**config.mk**
```make
export PLATFORM = sky130hd
export DESIGN_NAME = uart_tx_fifo
export DESIGN_NICKNAME = d
export VERILOG_FILES = /design/src/rtl/uart_pkg.sv /design/src/rtl/sync_fifo.sv /design/src/rtl/uart_tx_fifo.sv
export SDC_FILE = /design/constraint.sdc
export NUM_CORES = 1
export LEC_CHECK = 0
export CAP_MARGIN = 0
export CORE_ASPECT_RATIO = 2
export CORE_MARGIN = 2
export CORE_UTILIZATION = 65
export CTS_CLUSTER_SIZE = 16
export DETAILED_ROUTE_END_ITERATION = 12
export PLACE_DENSITY = 0.83
export REMOVE_ABC_BUFFERS = 1
export SKIP_CTS_REPAIR_TIMING = 1
export SLEW_MARGIN = 40
export SYNTH_ARGS = -nofsm -noshare
export SYNTH_HDL_FRONTEND = slang
export SYNTH_SLANG_ARGS = --single-unit
```
**constraint.sdc**
```tcl
create_clock -name clk -period 6.3 [get_ports clk]
set_input_delay 0.945 -clock clk [delete_from_list [all_inputs] [get_ports clk]]
set_output_delay 0.945 -clock clk [all_outputs]
set_load 0.005 [all_outputs]
```
**src/rtl/uart_pkg.sv**
```systemverilog
// Shared types and helpers for the UART transmit path.
// Holds the TX FSM state enum, baud divisor rounding and data width.
package uart_pkg;

  localparam int UART_DATA_BITS = 8;

  typedef enum logic [2:0] {
    IDLE,
    START,
    DATA,
    PARITY,
    STOP
  } uart_tx_state_t;

  // Clock cycles per bit, rounded to nearest.
  function automatic int baud_div(
    input int clk_freq,
    input int baud
  );
    return (clk_freq + baud / 2) / baud;
  endfunction

endpackage

```
**src/rtl/sync_fifo.sv**
```systemverilog
// Single-clock FIFO with registered read data and wrap-bit pointers.
// Ports: clk, rst (sync, active-high), push/push_data, pop/pop_data,
// full, empty, count (entries held, 0..DEPTH).
module sync_fifo #(
  parameter int WIDTH = 8,
  parameter int DEPTH = 16
) (
  input  logic                     clk,
  input  logic                     rst,
  input  logic                     push,
  input  logic [WIDTH-1:0]         push_data,
  input  logic                     pop,
  output logic [WIDTH-1:0]         pop_data,
  output logic                     full,
  output logic                     empty,
  output logic [$clog2(DEPTH):0]   count
);

  localparam int AW = $clog2(DEPTH);
  localparam logic [AW:0] PTR_ONE = 1;

  logic [WIDTH-1:0] mem [DEPTH];
  logic [AW:0]      wr_ptr;
  logic [AW:0]      rd_ptr;
  logic             do_push;
  logic             do_pop;

  // Equal indices: the wrap bit tells full from empty.
  assign empty = wr_ptr == rd_ptr;
  assign full  = (wr_ptr[AW] != rd_ptr[AW]) &&
                 (wr_ptr[AW-1:0] == rd_ptr[AW-1:0]);
  assign count = wr_ptr - rd_ptr;

  assign do_push = push && !full;
  assign do_pop  = pop && !empty;

  always_ff @(posedge clk) begin
    if (do_push) begin
      mem[wr_ptr[AW-1:0]] <= push_data;
    end
  end

  always_ff @(posedge clk) begin
    if (rst) begin
      wr_ptr   <= '0;
      rd_ptr   <= '0;
      pop_data <= '0;
    end else begin
      if (do_push) begin
        wr_ptr <= wr_ptr + PTR_ONE;
      end
      if (do_pop) begin
        rd_ptr   <= rd_ptr + PTR_ONE;
        pop_data <= mem[rd_ptr[AW-1:0]];
      end
    end
  end

endmodule

```
**src/rtl/uart_tx_fifo.sv**
```systemverilog
// FIFO-buffered UART transmitter, 8N1 LSB first (8E1 with parity).
// Ports: clk, rst (sync, active-high), wr_valid/wr_data/wr_ready write
// port, tx serial line (idle high), tx_busy, fifo_count (queued bytes,
// excluding the byte being shifted).
// Option: define UART_TX_PARITY_EN to add an even-parity bit.
module uart_tx_fifo
  import uart_pkg::*;
#(
  parameter int CLK_FREQ = 42_000_000,
  parameter int BAUD     = 115200,
  parameter int DEPTH    = 16
) (
  input  logic                   clk,
  input  logic                   rst,
  input  logic                   wr_valid,
  input  logic [7:0]             wr_data,
  output logic                   wr_ready,
  output logic                   tx,
  output logic                   tx_busy,
  output logic [$clog2(DEPTH):0] fifo_count
);

  localparam int DIV = baud_div(CLK_FREQ, BAUD);
  localparam int CW  = $clog2(DIV);
  localparam logic [CW-1:0] DIV_LAST = CW'(DIV - 1);
  localparam logic [CW-1:0] CNT_ONE  = CW'(1);
  localparam logic [2:0] LAST_BIT = 3'(UART_DATA_BITS - 1);

  uart_tx_state_t state;
  logic [CW-1:0]  baud_cnt;
  logic [2:0]     bit_idx;
  logic [7:0]     shreg;
  logic [7:0]     fifo_data;
  logic           fifo_full;
  logic           fifo_empty;
  logic           push;
  logic           pop;
  logic           bit_end;
`ifdef UART_TX_PARITY_EN
  logic           par;
`endif

  // Ready depends on the count alone, so a full FIFO never takes a
  // byte even if a pop happens on the same edge.
  assign wr_ready = !fifo_full;
  assign push     = wr_valid && wr_ready;
  assign bit_end  = baud_cnt == DIV_LAST;

  // Pop when idle, or at the last stop-bit cycle so the next start bit
  // follows with no gap.
  assign pop = !fifo_empty &&
               ((state == IDLE) || (state == STOP && bit_end));

  sync_fifo #(
    .WIDTH (8),
    .DEPTH (DEPTH)
  ) u_fifo (
    .clk       (clk),
    .rst       (rst),
    .push      (push),
    .push_data (wr_data),
    .pop       (pop),
    .pop_data  (fifo_data),
    .full      (fifo_full),
    .empty     (fifo_empty),
    .count     (fifo_count)
  );

  // tx is driven from the current state, so the line trails the FSM by
  // one cycle; popped data lands in fifo_data one edge after the pop and
  // is copied into the shift register on the first START cycle.
  always_ff @(posedge clk) begin
    if (rst) begin
      state    <= IDLE;
      baud_cnt <= '0;
      bit_idx  <= '0;
      shreg    <= '0;
      tx       <= 1'b1;
      tx_busy  <= 1'b0;
`ifdef UART_TX_PARITY_EN
      par      <= 1'b0;
`endif
    end else begin
      if (state == IDLE || bit_end) begin
        baud_cnt <= '0;
      end else begin
        baud_cnt <= baud_cnt + CNT_ONE;
      end
      unique case (state)
        IDLE: begin
          tx <= 1'b1;
          if (!fifo_empty) begin
            state   <= START;
            tx_busy <= 1'b1;
          end else begin
            tx_busy <= 1'b0;
          end
        end
        START: begin
          tx <= 1'b0;
          if (baud_cnt == '0) begin
            shreg <= fifo_data;
`ifdef UART_TX_PARITY_EN
            par   <= ^fifo_data;
`endif
          end
          if (bit_end) begin
            state   <= DATA;
            bit_idx <= '0;
          end
        end
        DATA: begin
          tx <= shreg[0];
          if (bit_end) begin
            shreg <= shreg >> 1;
            if (bit_idx == LAST_BIT) begin
`ifdef UART_TX_PARITY_EN
              state <= PARITY;
`else
              state <= STOP;
`endif
            end else begin
              bit_idx <= bit_idx + 3'd1;
            end
          end
        end
`ifdef UART_TX_PARITY_EN
        PARITY: begin
          tx <= par;
          if (bit_end) begin
            state <= STOP;
          end
        end
`endif
        STOP: begin
          tx <= 1'b1;
          if (bit_end) begin
            if (!fifo_empty) begin
              state <= START;
            end else begin
              state   <= IDLE;
              tx_busy <= 1'b0;
            end
          end
        end
        default: begin
          state <= IDLE;
          tx    <= 1'b1;
        end
      endcase
    end
  end

endmodule
```
## Yosys cells after proc, flatten, opt, wreduce, memory -nomap -nowiden

Memories as Yosys holds them, arrays and structs flattened. A register that Yosys moved wholly into a read port is not among the register bits.
Index checks and enable logic that the tools add are counted.

- Register bits: 35
- Memory bits (writable): 128
- Memories kept: 1
- Output and inout bits: 8
- Word-level logic and storage cells: 70

Memory list:

| name | depth | bits a word | rd ports | clocked after memory_dff | wr ports | line | source |
|---|---|---|---|---|---|---|---|
| u_fifo.mem | 16 | 8 | 1 | 1 | 1 | sync_fifo.sv:22 | `logic [WIDTH-1:0] mem [DEPTH];` |

- Equal/unequal tests: 16
- $add $sub $neg: 5
- Reductions and logical operators: 19
- Multiplexer cells: 21

Operators with widths:

| cell | number |
|---|---|
| $mux 3 | 8 |
| $mux 8 | 2 |
| $ne 2x2->1 const B | 8 |
| $pmux 8 s2 | 1 |
| $pmux 3 s4 | 1 |
| $add 5x1->5 const B | 2 |
| $add 9x1->9 const B | 1 |
| $eq 9x9->1 const B | 1 |
| $logic_not 9->1 | 1 |
| $eq 3x3->1 const B | 2 |
| $logic_and 1x1->1 | 6 |
| $mux 1 | 6 |
| $pmux 3 s2 | 1 |
| $reduce_and 3->1 | 2 |
| $eq 5x5->1 | 1 |
| $reduce_and 5->1 | 1 |
| $sub 5x5->5 | 1 |
| $eq 4x4->1 | 1 |
| $pmux 1 s2 | 2 |
| $reduce_and 4->1 | 1 |
| $reduce_bool 2->1 | 2 |
| $add 3x1->3 const B | 1 |
| $eq 3x1->1 const B | 1 |
| $eq 3x2->1 const B | 1 |
| 5 further kinds | 7 |

## Logic depth before layout (Yosys ltp)

Gate-level depths: netlist (run 1).

- Depth in word-level cells: 7
- Mapped depth: 10

## By module

From an unflattened synthesis (run 1), not the netlist that was laid out.

- Cells, all modules: 502
- Area, all modules: 7293.2 µm²

By module, submodules not included:

| module | sequential area each (µm²) | cells an instance | area an instance (µm²) | times used |
|---|---|---|---|---|
| sync_fifo | 4204.0 | 364 | 5955.7 | 1 |
| uart_tx_fifo | 500.5 | 138 | 1337.5 | 1 |

## Least setup slack after synthesis (run 1)

OpenSTA, ideal clock, no wires.

- Path type: reg-to-output
- Start point: register u_fifo.rd_ptr[2]
- End point: output port fifo_count[4]
- Path buffers: 2
- Arrival time: 1858 ps
- Slack: 3497 ps
- Required time: 5355 ps
- Stages on the path, launching flop included: 8
- Cells stage by stage: dfxtp_1 -> clkbuf_1 -> clkbuf_1 -> inv_1 -> ha_1 -> a21o_1 -> a21oi_1 -> xor2_1

- Longest elaborated chain between the ends: 1

RTL lines:

| item | line | source |
|---|---|---|
| start, declared | sync_fifo.sv:24 | `logic [AW:0] rd_ptr;` |
| start signal, assigned | sync_fifo.sv:53 | `rd_ptr <= rd_ptr + PTR_ONE;` |
| $sub 5x5->5 | sync_fifo.sv:32 | `assign count = wr_ptr - rd_ptr;` |
| end, declared | uart_tx_fifo.sv:20 | `output logic [$clog2(DEPTH):0] fifo_count` |

No other way between the ends.

## Worst setup path in the final report (run 1)

Same ends and word-level chain as after synthesis.

==> results_dict.tcl, run 1 <==
set metrics [dict create \
    cts_made_buffers 17 \
    path_delay_family "buffers and inverters" \
    grt_pass1_wl_um 21900 \
    die_x_um 77.6 \
    synth_cell_types 44 \
    static-leakage-power_nw 2.66 \
    power_mw 2.94 \
    grt_pass1_vias 4006 \
    max_slew_margin_pct 51.0 \
    grt-ovfl-total 0 \
    worstMarginPinSlew_ns 0.733 \
    crit_path_start_kind "register" \
    critPathArrivalTime_ns 2.68 \
    synthCells 463 \
    rsz0062_at_grt "no" \
    end_kind "output pin" \
    diodes 0 \
    cts_tree "built" \
    min_period_over_period_pct 57.6 \
    synthTopCellsByCount "128 x edfxtp_1, 48 x nor2_1, 43 x dfxtp_1, 32 x mux4_2, 27 x nand2_1" \
    routedWlPerCell_um 21.9 \
    ys_seq_area_share_pct 66.7 \
    antenna_found_initial 0 \
    io_buffers 18 \
    drive_above_1_share_pct 14.8 \
    grt_max_degree 37 \
    skew_ns 0.00767 \
    critPathKind "reg -> out" \
    start_util_pct 66.9 \
    cp_cell_sequence "buf_4, inv_1, ha_1, a21o_1, a21oi_1, xor2_1, clkdlybuf4s50_1" \
    multi_input_area_um2 2170 \
    regArea_um2 4710 \
    synth_edf_count 128 \
    final_max_slew_viol_count 0 \
    grt_usage_pct 25.6 \
    tns_ns 0 \
    worstPathMaxFanout 36 \
    design_area_um2 7930 \
    cts-root-buf "clkbuf_16" \
    yosys.area.top_type "edfxtp_1" \
    status "finished clean" \
    placed_area_um2 7310 \
    setup_viol 0 \
    synth.cell_area_um2 7050 \
    slowest_delay_ns 0.51 \
    synth_top_flop_cell "edfxtp_1" \
    irDropWorstVdd_mv 0.328 \
    synth_top_cell_area_share_pct 54.5 \
    power_per_cell_area_nw_per_um2 371 \
    clockBufferDepth 2 \
    netlist_top_cells_area "edfxtp_1 55%, dfxtp_1 12%, mux4_2 10%, nor2_1 2.6%, ha_1 2.3%" \
    dieHeight_um 151 \
    synthArstFlopShare_pct 0 \
    drt-initial-drc-count 270 \
    hold_class "reg -> reg" \
    hold_viol 0 \
    ant_nets 0 \
    period_needed_ns 3.63 \
    num_vias 3902 \
    firstDrtPassIters 5 \
    worstSkewPairLatency_ns 0.42 \
    drc 0 \
    die-area_um2 11700 \
    avgSynthCellArea_um2 15.2 \
    via_per_inst 6.19 \
    core_um2 10500 \
    clk_pin_slew_ns 0.07 \
    fmax_mhz 276 \
    final_nets 505 \
    slowest_stage "clkdlybuf4s50_1" \
    synth_most_common_cell "edfxtp_1" \
    n_fill_cell 603 \
    cts.htree.levels 4 \
    routabilityCongestion 0.849 \
    num_io_pins 19 \
    clkSinkCount 171 \
    synthToLayoutAreaGrowth_pct 12.5 \
    ys_seq_elements 171 \
    yosys_warnings 0 \
    required_ns 5.35 \
    drv_cap 0 \
    wl_um 13800 \
    num_rows 53 \
    dp_hpwl_um 9000 \
    worst-path-buf-inv 3 \
]
## cells in the final DEF, fill, tap and decap left out, types with 11 or more instances in the layout
master and n:
edfxtp_1 128, nor2_1 48, dfxtp_1 42, mux4_2 32, nand2_1 27, clkdlybuf4s50_1 18, clkbuf_16 17, a22oi_1 16
ha_1 13, inv_1 12, and3_1 11, mux2i_1 11
## cell type report
cell class                 instances  share of cell area (%)
tap                              137                    2.16
multi-input combinational        256                    27.4
clock inverter                    15                    2.54
clock buffer                      17                    5.36
inverter                          12                   0.568
sequential                       171                    59.3
timing repair buffer              22                    2.65
## logic make-up after synthesis
group	count (synthesis)	synth area share [%]
mux	44	11.9
xor+xnor	17	2.11
simple gates	132	9.51
fa+ha+maj	14	2.59
compound gates	49	4.69
buf+inv	36	2.43
flops	171	66.7
## final timing paths
| check | from | endpoint | slack (ns) | depth (start not counted) |
|---|---|---|---|---|
| worst max register to register | u_fifo.rd_ptr[2] | u_fifo.mem[15][5] | 3.35 | 6 |
| worst max-delay path | u_fifo.rd_ptr[2] | fifo_count[4] | 2.67 | 7 |
| worst min register to register | bit_idx[0] | bit_idx[0] | 0.48 | 2 |
| worst min-delay path | bit_idx[0] | bit_idx[0] | 0.48 | 2 |
## worst reg2reg max path, delay by kind of cell, from the launching register on
family                   cells  cell delay [ns]
AND/OR/NAND/NOR              2             0.83
AO/OA/AOI/OAI                1             0.51
flip-flops                   1             0.31
buffers and inverters        2             0.54
adder cells (fa/ha/maj)      1             0.39
## report_power, final
group	switching [mW]	internal [mW]	leakage (nW)
combinational	0.272	0.253	0.850
clock	0.459	0.642	0.304
sequential	0.0420	1.27	1.51
total	0.773	2.17	2.66
## per-layer routing
metal / wire length (um) / global-route usage (%) / up-vias
met1: 4830 / 27.9 / 1973
met4: 315 / 11.9 / 0
met3: 601 / 4.71 / 18
li1: - / - / 1806
met5: 0 / 0 / -
met2: 8040 / 47.5 / 105
## flip-flops by register name (all words and copies together) (netlist names)
register / count
baud_cnt: 9
u_fifo.mem: 128
state: 3
shreg: 8
u_fifo.wr_ptr: 5
u_fifo.pop_data: 8
u_fifo.rd_ptr: 5
tx_busy: 1
bit_idx: 3
tx: 1
## metrics by stage
stage                     setup WS, ns  util, %  cells  hold slack (ns)
final                             2.67     75.2    630            0.477
after global routing              2.51     75.2    630            0.502
after CTS                         2.65     75.2    630            0.479
after detailed placement          3.10     69.3    598            0.469
after global placement            3.12     69.2    597            0.460
after floorplan                   2.56        -    439            0.440
Power figures use the tool's default switching activity.
==> run 2: changes to the inputs <==
--- a/config.mk
+++ b/config.mk
@@ -8,10 +8,10 @@
 export CAP_MARGIN = 0
 export CORE_ASPECT_RATIO = 2
 export CORE_MARGIN = 2
-export CORE_UTILIZATION = 65
+export CORE_UTILIZATION = 61
 export CTS_CLUSTER_SIZE = 16
 export DETAILED_ROUTE_END_ITERATION = 12
-export PLACE_DENSITY = 0.83
+export PLACE_DENSITY = 0.79
 export REMOVE_ABC_BUFFERS = 1
 export SKIP_CTS_REPAIR_TIMING = 1
 export SLEW_MARGIN = 40
==> constraint.sdc (replaced) <==
create_clock -name clk -period 3.5 [get_ports clk]
set_input_delay 0.525 -clock clk [delete_from_list [all_inputs] [get_ports clk]]
set_output_delay 0.525 -clock clk [all_outputs]
set_load 0.005 [all_outputs]
==> results_dict.tcl, run 2 (synthesized netlist as in run 1, its figures left out) <==
set metrics [dict create \
    status "finished clean" \
    firstDrtPassIters 8 \
    r2r_cells 4 \
    skew_ns 0.0139 \
    critPathKind "reg -> out" \
    fmax_mhz 323 \
    power_per_cell_area_nw_per_um2 652 \
    ant_nets 0 \
    hold_class "reg -> reg" \
    drv_cap 0 \
    grt-ovfl-total 0 \
    grt_usage_pct 25.0 \
    die-area_um2 12500 \
    antenna_found_initial 0 \
    rsz0062_at_grt "no" \
    num_rows 55 \
    cts.htree.levels 4 \
    worst-path-buf-inv 2 \
    worstPathMaxFanout 8 \
    grt_pass1_vias 4091 \
    design_area_um2 7910 \
    wl_um 14300 \
    place_ws_ns 0.846 \
    core_um2 11300 \
    drt-initial-drc-count 277 \
    clk_pin_slew_ns 0.07 \
    place_inst 603 \
    critPathArrivalTime_ns 2.57 \
    largest_register_ffs 128 \
    slowest_stage "clkdlybuf4s50_1" \
    worstSkewPairLatency_ns 0.43 \
    routabilityCongestion 0.818 \
    power_mw 5.15 \
    cts_made_buffers 17 \
    grt_pass1_wl_um 22500 \
    whs_path_depth 2 \
    fin_cells 635 \
    min_period_over_period_pct 88.6 \
    cts_tree "built" \
    worstMarginPinSlew_ns 0.723 \
    crit_path_start_kind "register" \
    setup_ws_ns 0.401 \
    required_ns 2.97 \
    die_x_um 80.0 \
    placed_area_um2 7310 \
    via_per_inst 6.37 \
    max_slew_margin_pct 51.7 \
    drc 0 \
    static-leakage-power_nw 2.65 \
    final_max_slew_viol_count 0 \
    end_kind "output pin" \
    io_buffers 18 \
    dieHeight_um 156 \
    drive_above_1_share_pct 14.8 \
    fin_util_pct 70.1 \
    routedWlPerCell_um 22.5 \
    path_delay_family "adder cells" \
    hold_viol 0 \
    final_nets 505 \
    synthToLayoutAreaGrowth_pct 12.2 \
    dp_hpwl_um 9240 \
    start_util_pct 62.5 \
    period_needed_ns 3.10 \
    irDropWorstVdd_mv 0.640 \
    slowest_delay_ns 0.51 \
    most-common-layout-cells "128 x edfxtp_1, 48 x nor2_1, 42 x dfxtp_1, 32 x mux4_2, 27 x nand2_1" \
    num_io_pins 19 \
    worstSetupPathDepth 7 \
    cp_cell_sequence "ha_1, inv_1, fa_1, a21o_1, a21oi_1, xor2_1, clkdlybuf4s50_1" \
    clockBufferDepth 2 \
    n_fill_cell 752 \
    clkSinkCount 171 \
    grt_max_degree 36 \
    diodes 0 \
    cts-root-buf "clkbuf_16" \
    num_vias 4042 \
    mostFrequentLayoutCell "edfxtp_1" \
    setup_viol 0 \
]
[run 2: changes by cell type in the layout (fill, tap and decap cells not counted), sizes merged]
cell,change
clkinv,+5
clkinvlp,-2
bufinv,-3
[run 2: power by group]
part | leakage [nW] | switching [mW] | internal (mW) | total (mW)
clock network | 0.292 | 0.878 | 0.964 | 1.84
registers | 1.51 | 0.0759 | 2.29 | 2.37
logic | 0.850 | 0.490 | 0.455 | 0.946
total | 2.65 | 1.44 | 3.71 | 5.15
[run 2: final timing paths]
path	slack, ns	end	start
max reg2reg	0.88	u_fifo.mem[14][3]	u_fifo.wr_ptr[2]
max	0.40	fifo_count[4]	u_fifo.rd_ptr[0]
min	0.48	bit_idx[0]	bit_idx[0]
min reg2reg	0.48	bit_idx[0]	bit_idx[0]
[run 2: layer usage]
layer	global-route usage, %	up-vias	share of wire [%]
li1	-	1803	-
met1	29.0	2079	37
met2	46.1	133	57
met3	4.40	27	3.7
met4	7.75	0	2.4
met5	0	-	0
[run 2: through the flow]
step	setup TNS, ns	hold slack (ns)
after floorplan	-0.174	0.440
after global placement	0	0.460
after detailed placement	0	0.470
after CTS	0	0.480
after global routing	0	0.500
final	0	0.476
[run 2: worst min-delay path, delay by kind of cell, from the launching register on]
| kind | cells | cell delay, ns |
|---|---|---|
| simple gates | 1 | 0.06 |
| flops | 1 | 0.32 |
| compound gates | 1 | 0.05 |
[run 2: area by class of cell]
class                           instances  area, um2  area share [%]
Multi-Input combinational cell        256       2170            27.5
Tap cell                              142        178            2.25
Inverter                               12       45.0           0.570
Sequential cell                       171       4710            59.5
Timing Repair Buffer                   22        210            2.66
Clock inverter                         15        169            2.14
Clock buffer                           17        425            5.38
==> run 3: changes to the inputs <==
--- a/config.mk
+++ b/config.mk
@@ -7,10 +7,11 @@
 export LEC_CHECK = 0
 export CAP_MARGIN = 0
 export CORE_ASPECT_RATIO = 2
-export CORE_MARGIN = 2
+export CORE_MARGIN = 5
 export CORE_UTILIZATION = 61
 export CTS_CLUSTER_SIZE = 16
 export DETAILED_ROUTE_END_ITERATION = 12
+export GPL_ROUTABILITY_DRIVEN = 1
 export PLACE_DENSITY = 0.79
 export REMOVE_ABC_BUFFERS = 1
 export SKIP_CTS_REPAIR_TIMING = 1
==> results_dict.tcl, run 3 (synthesized netlist as in run 1, its figures left out) <==
set metrics [dict create \
    grt-ovfl-total 0 \
    cts_tree "built" \
    power_mw 5.20 \
    crit_path_start_kind "register" \
    period_needed_ns 3.14 \
    drive_above_1_share_pct 14.8 \
    tns_ns 0 \
    via_per_inst 6.12 \
    antenna_found_initial 0 \
    ant_nets 0 \
    critPathArrivalTime_ns 2.62 \
    worstPathMaxFanout 8 \
    cp_cell_sequence "ha_1, inv_1, fa_1, a21o_1, a21oi_1, xor2_1, clkdlybuf4s50_1" \
    final_nets 505 \
    r2r_end "u_fifo.wr_ptr[4]" \
    end_kind "output pin" \
    routabilityCongestion 0.803 \
    setup_viol 0 \
    slowest_delay_ns 0.52 \
    routedWlPerCell_um 21.4 \
    skew_ns 0.0132 \
    num_rows 55 \
    status "finished clean" \
    hp-start "shreg[2]" \
    num_vias 3889 \
    r2r-start "u_fifo.wr_ptr[2]" \
    core_um2 11400 \
    required_ns 2.97 \
    irDropWorstVdd_mv 0.619 \
    fmax_mhz 318 \
    rsz0062_at_grt "no" \
    die_x_um 86.0 \
    dieHeight_um 162 \
    slowest_stage "clkdlybuf4s50_1" \
    final_max_slew_viol_count 0 \
    drv_cap 0 \
    r2r_cells 6 \
    grt_pass1_vias 4172 \
    r2r_slack_ns 0.85 \
    worstMarginPinSlew_ns 0.735 \
    min_period_over_period_pct 89.8 \
    start_util_pct 62.1 \
    dp_hpwl_um 8890 \
    clockBufferDepth 2 \
    worstHoldEndpoint "shreg[1]" \
    most-common-layout-cells "128 x edfxtp_1, 48 x nor2_1, 42 x dfxtp_1, 32 x mux4_2, 27 x nand2_1" \
    n_fill_cell 739 \
    wl_um 13600 \
    cts-root-buf "clkbuf_16" \
    diodes 0 \
    max_slew_margin_pct 50.9 \
    power_per_cell_area_nw_per_um2 654 \
    firstDrtPassIters 4 \
    io_buffers 18 \
    drc 0 \
    worstSkewPairLatency_ns 0.43 \
    grt_usage_pct 21.4 \
    static-leakage-power_nw 2.66 \
    num_io_pins 19 \
    mostFrequentLayoutCell "edfxtp_1" \
    largest_register_ffs 128 \
    clkSinkCount 171 \
    hold_class "reg -> reg" \
    drt-initial-drc-count 256 \
    critPathKind "reg -> out" \
    whs_path_depth 2 \
    fin_util_pct 70.1 \
    hold_viol 0 \
    die-area_um2 13900 \
    grt_pass1_wl_um 21800 \
    cts_made_buffers 17 \
    synthToLayoutAreaGrowth_pct 12.8 \
    clk_pin_slew_ns 0.07 \
    grt_max_degree 36 \
    cts.htree.levels 4 \
]
run 3: cell count changes in the layout (fill, tap and decap cells not counted):
cell      before  now
clkinv_8       3   11
inv_8          6    1
inv_6          3    2
clkinv_4       3    1
run 3: layer usage:
layer	vias up	GRT usage, %	part of all wire, %
met3	19	5.74	3.0
met2	76	42.2	62
met1	1992	20.4	33
met5	-	0	0
li1	1802	-	-
met4	0	7.28	1.9
run 3: worst max-delay path, delay by kind of cell, from the launching register on:
kind | cells | cell delay, ns
fa+ha+maj | 2 | 0.60
buf+inv | 2 | 0.58
flops | 1 | 0.50
compound gates | 2 | 0.35
xor+xnor | 1 | 0.15
run 3: report_power, final:
part,switching [mW],total (mW),leakage (nW),internal [mW]
sequential,0.0776,2.37,1.51,2.29
clock,0.925,1.91,0.305,0.982
combinational,0.473,0.929,0.850,0.455
total,1.48,5.20,2.66,3.73
run 3: stage by stage:
stage	worst slack, ns	hold slack, ns	cell area (um2)	std cells
after floorplan	-0.102	0.440	6920	439
after global placement	0.904	0.459	7310	603
after detailed placement	0.826	0.477	7310	603
after CTS	0.337	0.489	7960	635
after global routing	0.186	0.510	7960	635
final	0.357	0.483	7960	635
run 3: area by class of cell:
cell class	count	area (um2)	area share (%)
flip-flops and latches	171	4710	59.2
clock buffers	17	425	5.35
clock inverters	15	216	2.72
repair buffers	22	210	2.64
multi-input cells	256	2170	27.3
inverters	12	45.0	0.566
well taps	142	178	2.23
run 3: worst max path at each step:
stage                            end  cells after the start  slack, ns             start
floorplan           u_fifo.rd_ptr[2]                      7      -0.10  u_fifo.rd_ptr[1]
global placement       fifo_count[4]                      7       0.90  u_fifo.rd_ptr[0]
detailed placement     fifo_count[4]                      7       0.83  u_fifo.rd_ptr[0]
CTS                    fifo_count[4]                      7       0.34  u_fifo.rd_ptr[0]
global route           fifo_count[4]                      7       0.19  u_fifo.rd_ptr[0]
finish                 fifo_count[4]                      7       0.36  u_fifo.rd_ptr[0]
